### src/rtl/fft_pkg.sv
// Shared widths, frame geometry and FSM encoding for the FFT frame serializer.
package fft_pkg;
  localparam int DW      = 20;
  localparam int LANES   = 8;
  localparam int LANE_W  = 56;
  localparam int NBLK    = 32;
  localparam int FRAME_N = LANES * NBLK;

  localparam int CW = $clog2(NBLK);
  localparam int LW = $clog2(LANES);
  localparam int IW = $clog2(FRAME_N);

  typedef logic [1:0] state_t;
  localparam state_t IDLE  = 2'd0;
  localparam state_t FETCH = 2'd1;
  localparam state_t EMIT  = 2'd2;

  typedef struct packed {
    logic [DW-1:0] re;
    logic [DW-1:0] im;
  } sample_t;
endpackage

### src/rtl/fft_frame_serializer.sv
// Drains a 256-point FFT frame via scrambler_mux, one sample per clock over valid/ready.
// Latency: first sample 2 clocks after frame_start, 8 samples per 9 clocks; a stall holds every out_* stable.
module fft_frame_serializer
  import fft_pkg::*;
(
  input  logic              clk,
  input  logic              rst_n,
  input  logic              frame_start,
  input  logic              flush,
  output logic [CW-1:0]     cycle,
  input  logic [LANE_W-1:0] lane_0,
  input  logic [LANE_W-1:0] lane_1,
  input  logic [LANE_W-1:0] lane_2,
  input  logic [LANE_W-1:0] lane_3,
  input  logic [LANE_W-1:0] lane_4,
  input  logic [LANE_W-1:0] lane_5,
  input  logic [LANE_W-1:0] lane_6,
  input  logic [LANE_W-1:0] lane_7,
  output logic              out_valid,
  input  logic              out_ready,
  output logic [DW-1:0]     out_real,
  output logic [DW-1:0]     out_imag,
  output logic [IW-1:0]     out_index,
  output logic              out_last,
  output logic              busy,
  output logic              frame_done
);

  state_t        state_q, state_d;
  logic [CW-1:0] cycle_q, cycle_d;
  logic [LW-1:0] lane_idx_q, lane_idx_d;
  logic          frame_done_q, frame_done_d;
  sample_t       buf_q [LANES];
  sample_t       buf_d [LANES];
  logic [LANE_W-1:0] lane_in [LANES];
  logic          hs;

  assign lane_in[0] = lane_0;
  assign lane_in[1] = lane_1;
  assign lane_in[2] = lane_2;
  assign lane_in[3] = lane_3;
  assign lane_in[4] = lane_4;
  assign lane_in[5] = lane_5;
  assign lane_in[6] = lane_6;
  assign lane_in[7] = lane_7;

  // The mux carries 16 spare bits per lane that this block never looks at.
  logic lane_hi_unused;
  assign lane_hi_unused = ^{lane_0[LANE_W-1:2*DW], lane_1[LANE_W-1:2*DW],
                            lane_2[LANE_W-1:2*DW], lane_3[LANE_W-1:2*DW],
                            lane_4[LANE_W-1:2*DW], lane_5[LANE_W-1:2*DW],
                            lane_6[LANE_W-1:2*DW], lane_7[LANE_W-1:2*DW]};

  assign hs = out_valid & out_ready;

  always_comb begin
    state_d      = state_q;
    cycle_d      = cycle_q;
    lane_idx_d   = lane_idx_q;
    buf_d        = buf_q;
    frame_done_d = 1'b0;
    if (flush) begin
      state_d    = IDLE;
      cycle_d    = '0;
      lane_idx_d = '0;
    end else begin
      case (state_q)
        IDLE: begin
          if (frame_start) begin
            cycle_d = '0;
            state_d = FETCH;
          end
        end
        FETCH: begin
          for (int i = 0; i < LANES; i++) begin
            buf_d[i].re = lane_in[i][2*DW-1:DW];
            buf_d[i].im = lane_in[i][DW-1:0];
          end
          lane_idx_d = '0;
          state_d    = EMIT;
        end
        EMIT: begin
          if (hs) begin
            lane_idx_d = lane_idx_q + LW'(1);
            if (lane_idx_q == LW'(LANES - 1)) begin
              if (cycle_q == CW'(NBLK - 1)) begin
                state_d      = IDLE;
                frame_done_d = 1'b1;
              end else begin
                cycle_d = cycle_q + CW'(1);
                state_d = FETCH;
              end
            end
          end
        end
        default: state_d = IDLE;
      endcase
    end
  end

  always_ff @(posedge clk or negedge rst_n) begin
    if (!rst_n) begin
      state_q      <= IDLE;
      cycle_q      <= '0;
      lane_idx_q   <= '0;
      frame_done_q <= 1'b0;
      for (int i = 0; i < LANES; i++) buf_q[i] <= '0;
    end else begin
      state_q      <= state_d;
      cycle_q      <= cycle_d;
      lane_idx_q   <= lane_idx_d;
      frame_done_q <= frame_done_d;
      buf_q        <= buf_d;
    end
  end

  assign cycle      = cycle_q;
  assign out_valid  = (state_q == EMIT);
  assign busy       = (state_q != IDLE);
  assign frame_done = frame_done_q;
  assign out_real   = buf_q[lane_idx_q].re;
  assign out_imag   = buf_q[lane_idx_q].im;
  assign out_index  = {cycle_q, lane_idx_q};
  assign out_last   = out_valid & (out_index == IW'(FRAME_N - 1));

endmodule
### config.mk
export PLATFORM = sky130hd
export DESIGN_NAME = fft_frame_serializer
export DESIGN_NICKNAME = d
export VERILOG_FILES = /design/src/rtl/fft_pkg.sv /design/src/rtl/fft_frame_serializer.sv
export SDC_FILE = /design/constraint.sdc
export NUM_CORES = 1
export LEC_CHECK = 0
export ABC_AREA = 1
export BUFFER_PORTS_ARGS = -buffer_cell sky130_fd_sc_hd__buf_2
export CAP_MARGIN = 20
export CORE_AREA = 8 8 284 149
export DETAILED_ROUTE_END_ITERATION = 8
export DIE_AREA = 0 0 292 157
export PLACE_DENSITY = 0.66
export REMOVE_ABC_BUFFERS = 1
export SETUP_SLACK_MARGIN = 0.02
export SYNTH_ARGS = -nofsm -noshare
export SYNTH_HDL_FRONTEND = slang
export SYNTH_SLANG_ARGS = --single-unit
### constraint.sdc
create_clock -name clk -period 2.3 [get_ports clk]
set_input_delay 0.23 -clock clk [delete_from_list [all_inputs] [get_ports clk]]
set_output_delay 0.23 -clock clk [all_outputs]
set_load 0.1 [all_outputs]
Yosys cells after proc, flatten, opt, wreduce, memory -nomap -nowiden
Index checks and enable logic that the tools add are counted.
{ "word_totals": {"reg_bits": 331, "out_inout_bits": 57, "word_cells": 67} }
{ "classes": {"n_addsub": 2, "n_lt_le_gt_ge": 1, "eq_ne": 9, "muxes": 23, "bitwise": 4, "reduce_logical": 8} }
{ "ops": {"columns": ["operator", "count"], "rows": [
  ["$bmux 40 s3", 1],
  ["$mux 40", 2],
  ["$mux 5", 5],
  ["$pmux 5 s2", 1],
  ["$eq 8x8->1 const B", 1],
  ["$mux 2", 4],
  ["$mux 1", 6],
  ["$mux 3", 2],
  ["$ne 3x2->1 const B", 2],
  ["$ne 3x3->1 const B", 2],
  ["$pmux 2 s3", 1],
  ["$pmux 3 s2", 1],
  ["$reduce_bool 3->1", 2],
  ["$add 5x1->5 const B", 1],
  ["$eq 5x5->1 const B", 1],
  ["$reduce_and 5->1", 1],
  ["$ge 4x4->1 const B", 1],
  ["$not 3->4", 1],
  ["$reduce_and 2->1", 2],
  ["$add 3x1->3 const B", 1],
  ["$eq 3x3->1 const B", 1],
  ["$reduce_and 3->1", 1],
  ["$and 1x1->1", 2],
  ["$eq 2x1->1 const B", 1],
  ["4 further kinds", 4]
]} }

Depth between registers and ports, before layout
Gate-level depths: netlist (run 1).
{ "depth": {"depth_word": 6, "ltp_mapped": 10, "ltp_nobuf": 10} }

Worst setup path after synthesis (run 1)
OpenSTA, ideal clock, no wires.
{ "synth_path": {"path_kind": "register to output", "startpoint": "reg state_q[1]", "endpoint": "out out_last", "t_arrival_ns": 4.037, "required_ns": 2.070, "slack_ns": -1.967, "path_stages_with_launch": 5, "path_buffers": 0, "cell_sequence": "dfrtp_1 -> inv_1 -> nor2_1 -> inv_1 -> nor3_1"} }
{ "synth_between": {"elab_chain_len": 2} }
{ "synth_lines": {"columns": ["element", "line_no", "rtl"], "rows": [
  ["start, declared", "fft_frame_serializer.sv:29", "state_t state_q, state_d;"],
  ["start signal, assigned", "fft_frame_serializer.sv:109", "state_q <= state_d;"],
  ["$eq 2x2->1", "fft_frame_serializer.sv:118", "assign out_valid = (state_q == EMIT);"],
  ["named net out_valid", "fft_frame_serializer.sv:19", "output logic out_valid,"],
  ["$and 1x1->1", "fft_frame_serializer.sv:124", "assign out_last = out_valid & (out_index == IW'(FRAME_N - 1));"],
  ["end, declared", "fft_frame_serializer.sv:24", "output logic out_last,"]
]} }
The timed path passes the listed nets, and every way through them passes these cells.

Worst setup path after layout (run 1)
{ "layout_path": {"startpoint": "reg lane_idx_q[0]", "endpoint": "out out_imag[5]"} }
{ "layout_between": {"elab_chain_len": 4} }
{ "layout_lines": {"columns": ["element", "line_no", "rtl"], "rows": [
  ["start, declared", "fft_frame_serializer.sv:31", "logic [LW-1:0] lane_idx_q, lane_idx_d;"],
  ["start signal, assigned", "fft_frame_serializer.sv:111", "lane_idx_q <= lane_idx_d;"],
  ["$not 3->4 (not written as such)", "fft_frame_serializer.sv:122", "assign out_imag = buf_q[lane_idx_q].im;"],
  ["$bmux 40 s3", "fft_frame_serializer.sv:122", null],
  ["$mux 40 (not written as such) (2 in a row)", "fft_frame_serializer.sv:122", null],
  ["end, declared", "fft_frame_serializer.sv:22", "output logic [DW-1:0] out_imag,"]
]} }
No other way between the ends. The select of a mux whose other input is x is not followed.

==> results of run 1 <==
flip-flops by register name, indices dropped and copies added, names as in the netlist:
register    flops
buf_q         320
lane_idx_q      3
frame_done      1
state_q         2
cycle           5
worst reg2reg max path: cells and delay by family, from the launching register on:
family / cells / cell delay, ns
flip-flops: 1 / 0.48
buffers and inverters: 1 / 0.22
AO/OA/AOI/OAI: 1 / 0.07
AND/OR/NAND/NOR: 3 / 1.30
path summary, 6_finish.rpt:
kind	from	endpoint	slack (ns)
min in group asynchronous	rst_n	buf_q[56]	0.22
hold / removal	flush	state_q[0]	0.09
max in group asynchronous	rst_n	buf_q[193]	1.24
setup reg to reg	state_q[1]	buf_q[8]	0.05
hold reg to reg	buf_q[171]	buf_q[171]	0.47
setup / recovery	lane_idx_q[0]	out_imag[5]	-0.16
cell type report:
cell class,instances,area (sq um)
diodes,10,25.0
multi-input cells,1666,7300
fillers,3101,14000
flip-flops and latches,331,8290
inverters,53,231
clock buffers,39,816
well taps,503,629
clock inverters,12,164
repair buffers,758,6790
cell families (layout without fill, tap and decap cells):
group / after synthesis / count (layout) / synth area share, %
adders and majority gates: 4 / 4 / 0.308
and+or+nand+nor: 1458 / 1458 / 36.0
AOI/OAI and AO/OA: 204 / 204 / 6.29
other: 0 / 10 / 0
DFF: 331 / 331 / 51.0
buffers and inverters: 221 / 862 / 6.41
routing by layer:
metal,part of all wire [%],up-vias
met3,6.9,178
met5,0,-
met2,48,723
li1,-,8260
met4,3.4,0
met1,41,8181
repair_timing:
action / 4_1_cts / 5_1_grt
endpoints found under the hold margin: 382 / 0
endpoints found under the setup margin: 41 / 42
buffers inserted: 6 / 1
pin swaps: 14 / 22
gates cloned: 10 / 3
hold buffers: 323 / 0
gates resized for setup: 99 / 82
placed cells by master (no fill, tap or decap), types with 3 or more instances in the layout:
master / synthesis / final
dfrtp_1: 331 / 328
nand2_1: 828 / 785
a21oi_1: 41 / 41
nor2_2: 0 / 33
o21ai_0: 100 / 69
diode_2: 0 / 10
nand3_1: 288 / 288
nor2_1: 337 / 286
buf_12: 0 / 59
buf_2: 78 / 338
o21ai_1: 63 / 88
o21ai_2: 0 / 6
clkbuf_16: 0 / 34
ha_1: 4 / 3
clkinv_2: 0 / 7
buf_4: 26 / 14
clkbuf_1: 44 / 7
inv_1: 51 / 48
nand2_2: 1 / 41
buf_16: 0 / 15
nor2_4: 1 / 19
dlygate4sd3_1: 0 / 323
bufinv_16: 0 / 4
power groups by stage:
stage	clock [mW]	sequential [mW]	combinational, mW
after floorplan	0	8.47	4.63
after global routing	5.58	8.91	8.43
after CTS	5.34	8.61	7.53
after detailed placement	0	8.66	6.95
after global placement	0	8.58	6.80
final	5.21	8.69	7.69
cell usage after synthesis:
cell type | n | area share [%]
nor2_1 | 337 | 7.8
nand2_1 | 828 | 19
ha_1 | 4 | 0.31
nand3_1 | 288 | 8.9
buf_1 | 17 | 0.39
nor2_4 | 1 | 0.069
dfrtp_1 | 331 | 51
inv_1 | 51 | 1.2
nand2_2 | 1 | 0.039
clkbuf_1 | 44 | 1.0
buf_6 | 2 | 0.14
inv_2 | 2 | 0.046
o21ai_0 | 100 | 3.1
o21ai_1 | 63 | 1.9
clkbuf_2 | 1 | 0.031
buf_2 | 78 | 2.4
a21oi_1 | 41 | 1.3
nor3_1 | 2 | 0.062
nand4_1 | 1 | 0.039
buf_4 | 26 | 1.2
==> impl_metrics.ini, run 1 <==
[status]
status = finished, violations left
violations = setup timing

[power]
clkPwrFrac_pct = 24.1
power.switching_mw = 8.07
p_sw_share_pct = 37.4
power_density_nw_per_um2 = 890
p_int_mw = 13.5
p_leak_nw = 12.5
ir_drop_mv = 0.708
finalPower_mw = 21.6
seqPwrFrac_pct = 40.3
pwr-share-comb_pct = 35.6

[clocking]
cts_root_buffer = clkbuf_16
cts_buffers = 31
clk_pin_slew_ns = 0.07
clockBufferDepth = 3
clk_latency_ns = 0.59
clock_sinks = 331
htree_levels = 1
cts_tree = built

[logic_synthesis]
yosysSeqAreaShare_pct = 51.0
synth-seq-cells = 331
synth_cells = 2218
ys_types = 20
synth_warnings = 0
syn_area_per_cell_sq_um = 7.32
syn_area_sq_um = 16200

[floorplanning]
core_area_sq_um = 38200
io_pins = 510
design.die.area_sq_um = 45800
num_rows = 51
start_util_pct = 42.5
die_w_um = 292
die_y_um = 157

[worst_setup_path]
cpPeakStageDelay_ns = 0.56
critical_path.endpoint_type = output pin
critPathLaunchType = register
cp_num_buf_inv = 3
cp.depth = 9
path_cells = buf_8 > buf_16 > nor2_1 > nor2_1 > o21ai_0 > nand2_1 > nand2_1 > nand2_2 > buf_12
cpMaxStageDelayCell = dfrtp_4
worstPathArrival_ns = 2.23
critPathTopFamily = flip-flops
cp_max_fo = 13
worstSetupPathType = register to output pin
cp.required_ns = 2.07
ff2ff_path_depth = 5

[place]
place_ws_ns = 0.379
gp_congestion = 0.827
dp.cells = 2969
place_hpwl_um = 33100
port_buffers = 381
placement.cell_area_sq_um = 19100

[route]
vias = 17300
wl_um = 60400
drtPass1Iterations = 5
via_per_inst = 5.14
routedWlPerCell_um = 17.9
drt_iter0_drc = 1408
ant_nets = 0
drc = 0

[sta]
report.final.setup_viol = 41
timing.max_slew.rel_slack_pct = 2.93
layout_min_cycle_time_ns = 2.46
fin_ws_ns = -0.162
holdWs_ns = 0.0908
worst_slew_pin_slew_ns = 1.46
drv_slew = 0
rsz0062_at_grt = true
period_share_pct = 107
tns_ns = -3.48
finalHoldViolCount = 0
skew_ns = 0.0260
fmax_mhz = 406

[global_routing]
grt_pass1_vias = 17800
grt_max_degree = 235
grt_pass1_wl_um = 94700
grt_use_met2_pct = 42.7
globalRouteOverflowTotal = 0
grt_antenna_before_repair = 6
use_met3_pct = 5.24
grtUsageMet1_pct = 31.9
grt_usage_pct = 25.2
busiest_layer = met2

[final_layout]
final_util_pct = 63.4
nets = 3298
finalInstanceArea_sq_um = 24300
drive_gt1_share_pct = 20.7
finalNonFillerCells = 3372
syn_to_final_growth_pct = 49.3

[worst_hold_path]
holdPathStages = 4
min_path_type = primary input to register

[run]
max-cap-violations = 0
Power figures use the tool's default switching activity.
==> inputs of run 2 (changes only) <==
Settings changed: CORE_AREA 8 8 284 149 to 2 2 278 143, DIE_AREA 0 0 292 157 to 0 0 280 145, SLEW_MARGIN set to 20.
==> impl_metrics.ini, run 2 (synthesized netlist as in run 1, its figures left out) <==
[final_layout]
final_util_pct = 65.4
finalNonFillerCells = 3399
drive_gt1_share_pct = 22.4
syn_to_final_growth_pct = 53.9
n_fill_cell = 3013
nets = 3325
multi_input_area_sq_um = 7360
mostFrequentLayoutCells = nand2_1 (781), buf_2 (338), dfrtp_1 (328)
largest_register_ffs = 320
largest-register = buf_q
final_common_cell = nand2_1
regArea_sq_um = 8290

[route]
drtPass1Iterations = 5
drt_iter0_drc = 1702
vias = 17900
wl_um = 64100
via_per_inst = 5.26
routedWlPerCell_um = 18.9
drc = 0
ant_nets = 0

[global_routing]
grt_max_degree = 197
grt_antenna_before_repair = 7
globalRouteOverflowTotal = 0
grt_usage_pct = 30.1
grt_pass1_wl_um = 96000
grt_pass1_vias = 17400

[status]
status = finished, violations left
violations = setup timing

[sta]
layout_min_cycle_time_ns = 2.39
drv_slew = 0
fin_ws_ns = -0.0903
timing.max_slew.rel_slack_pct = 31.5
worst_slew_pin_slew_ns = 1.03
rsz0062_at_grt = true
skew_ns = 0.0165
holdWs_ns = 0.0125
period_share_pct = 104
finalHoldViolCount = 0
report.final.setup_viol = 36
fmax_mhz = 418

[worst_setup_path]
critical_path.endpoint_type = output pin
cp.required_ns = 2.07
crit_top_cell = buf_12
startpoint = lane_idx_q[0]
r2r_start = lane_idx_q[1]
cpPeakStageDelay_ns = 0.45
path_cells = buf_12 > inv_16 > buf_12 > buf_16 > o21ai_0 > nand2_1 > nand2_1 > nand2_2 > buf_12
critPathLaunchType = register
worstSetupPathType = register to output pin
cpMaxStageDelayCell = dfrtp_4
worstPathArrival_ns = 2.16
cp_max_fo = 10

[clocking]
htree_levels = 2
cts_root_buffer = clkbuf_16
clk_latency_ns = 0.52
cts_buffers = 34
cts_tree = built
clockBufferDepth = 3
clock_sinks = 331
clk_pin_slew_ns = 0.06

[floorplanning]
start_util_pct = 42.5
die_y_um = 145
die_w_um = 280
num_rows = 51
io_pins = 510
core_area_sq_um = 38200
design.die.area_sq_um = 40600

[power]
ir_drop_mv = 0.671
power_density_nw_per_um2 = 888
p_leak_nw = 12.8

[place]
place_hpwl_um = 31200
gp_congestion = 0.833
dp.cells = 2973
port_buffers = 381

[worst_hold_path]
hp-start = lane_2[8]
min_path_type = primary input to register

[run]
max-cap-violations = 0
[run 2: cell count changes in the layout (fill, tap and decap cells not counted), moves of 4 or more]
cell | before | now
nor2_4 | 19 | 23
o21ai_2 | 6 | 11
nand2_1 | 785 | 781
nand2_2 | 41 | 47
o21ai_1 | 88 | 97
dlygate4sd3_1 | 323 | 310
buf_4 | 14 | 20
nor2_1 | 286 | 282
buf_12 | 59 | 67
clkbuf_16 | 34 | 48
buf_6 | 2 | 8
buf_16 | 15 | 21
clkinv_2 | 7 | 3
o21ai_0 | 69 | 54
[run 2: metal layers]
| metal | GRT usage [%] | vias to the layer above | share of wire [%] |
|---|---|---|---|
| met1 | 42.1 | 8492 | 43 |
| li1 | - | 8354 | - |
| met2 | 48.0 | 861 | 46 |
| met5 | 0 | - | 0 |
| met4 | 8.93 | 0 | 3.1 |
| met3 | 4.80 | 158 | 8.2 |
[run 2: final timing paths]
kind	end	cells past startpoint	slack, ns
max reg2reg	cycle[2]	10	0.28
min	buf_q[208]	3	0.01
max	out_imag[1]	9	-0.09
min in group asynchronous	buf_q[121]	2	0.28
min reg2reg	buf_q[160]	2	0.47
max in group asynchronous	buf_q[154]	3	1.26
[run 2: power by group]
group	leakage [nW]	internal (mW)	switching [mW]
clock network	0.538	3.27	2.35
registers	4.07	7.68	1.06
logic	8.20	3.00	4.85
[run 2: what timing repair did]
| item | CTS | global route |
|---|---|---|
| endpoints found under the hold margin | 364 | 1 |
| pin swaps | 17 | 55 |
| endpoints found under the setup margin | 41 | 41 |
| buffers inserted | 15 | 4 |
| resized for setup | 119 | 115 |
| hold buffers | 309 | 1 |
| gates cloned | 23 | 13 |
[run 2: stage by stage]
step,power [mW],cell area [sq um],TNS [ns],setup WS [ns]
after floorplan,13.1,15400,-2641.74,-7.72
after global placement,15.4,19200,0,0.316
after detailed placement,15.6,19200,0,0.311
after CTS,21.9,24400,-1.24,-0.0580
after global routing,23.5,25000,-5.18,-0.187
final,22.2,25000,-1.42,-0.0903
[run 2: final cells by class]
class | count | area share, %
clock inverter | 6 | 0.335
inverter | 53 | 0.941
timing repair buffer | 781 | 29.4
antenna | 9 | 0.0901
clock buffer | 49 | 4.04
multi-input combinational | 1666 | 29.4
timing repair inverter | 1 | 0.0650
sequential | 331 | 33.1
tap | 503 | 2.52
[run 2: critical path: cells and delay by family, from the launching register on]
kind	cells	cell delay (ns)
buffers and inverters	5	0.72
flip-flops	1	0.45
AND/OR/NAND/NOR	3	0.24
AO/OA/AOI/OAI	1	0.21
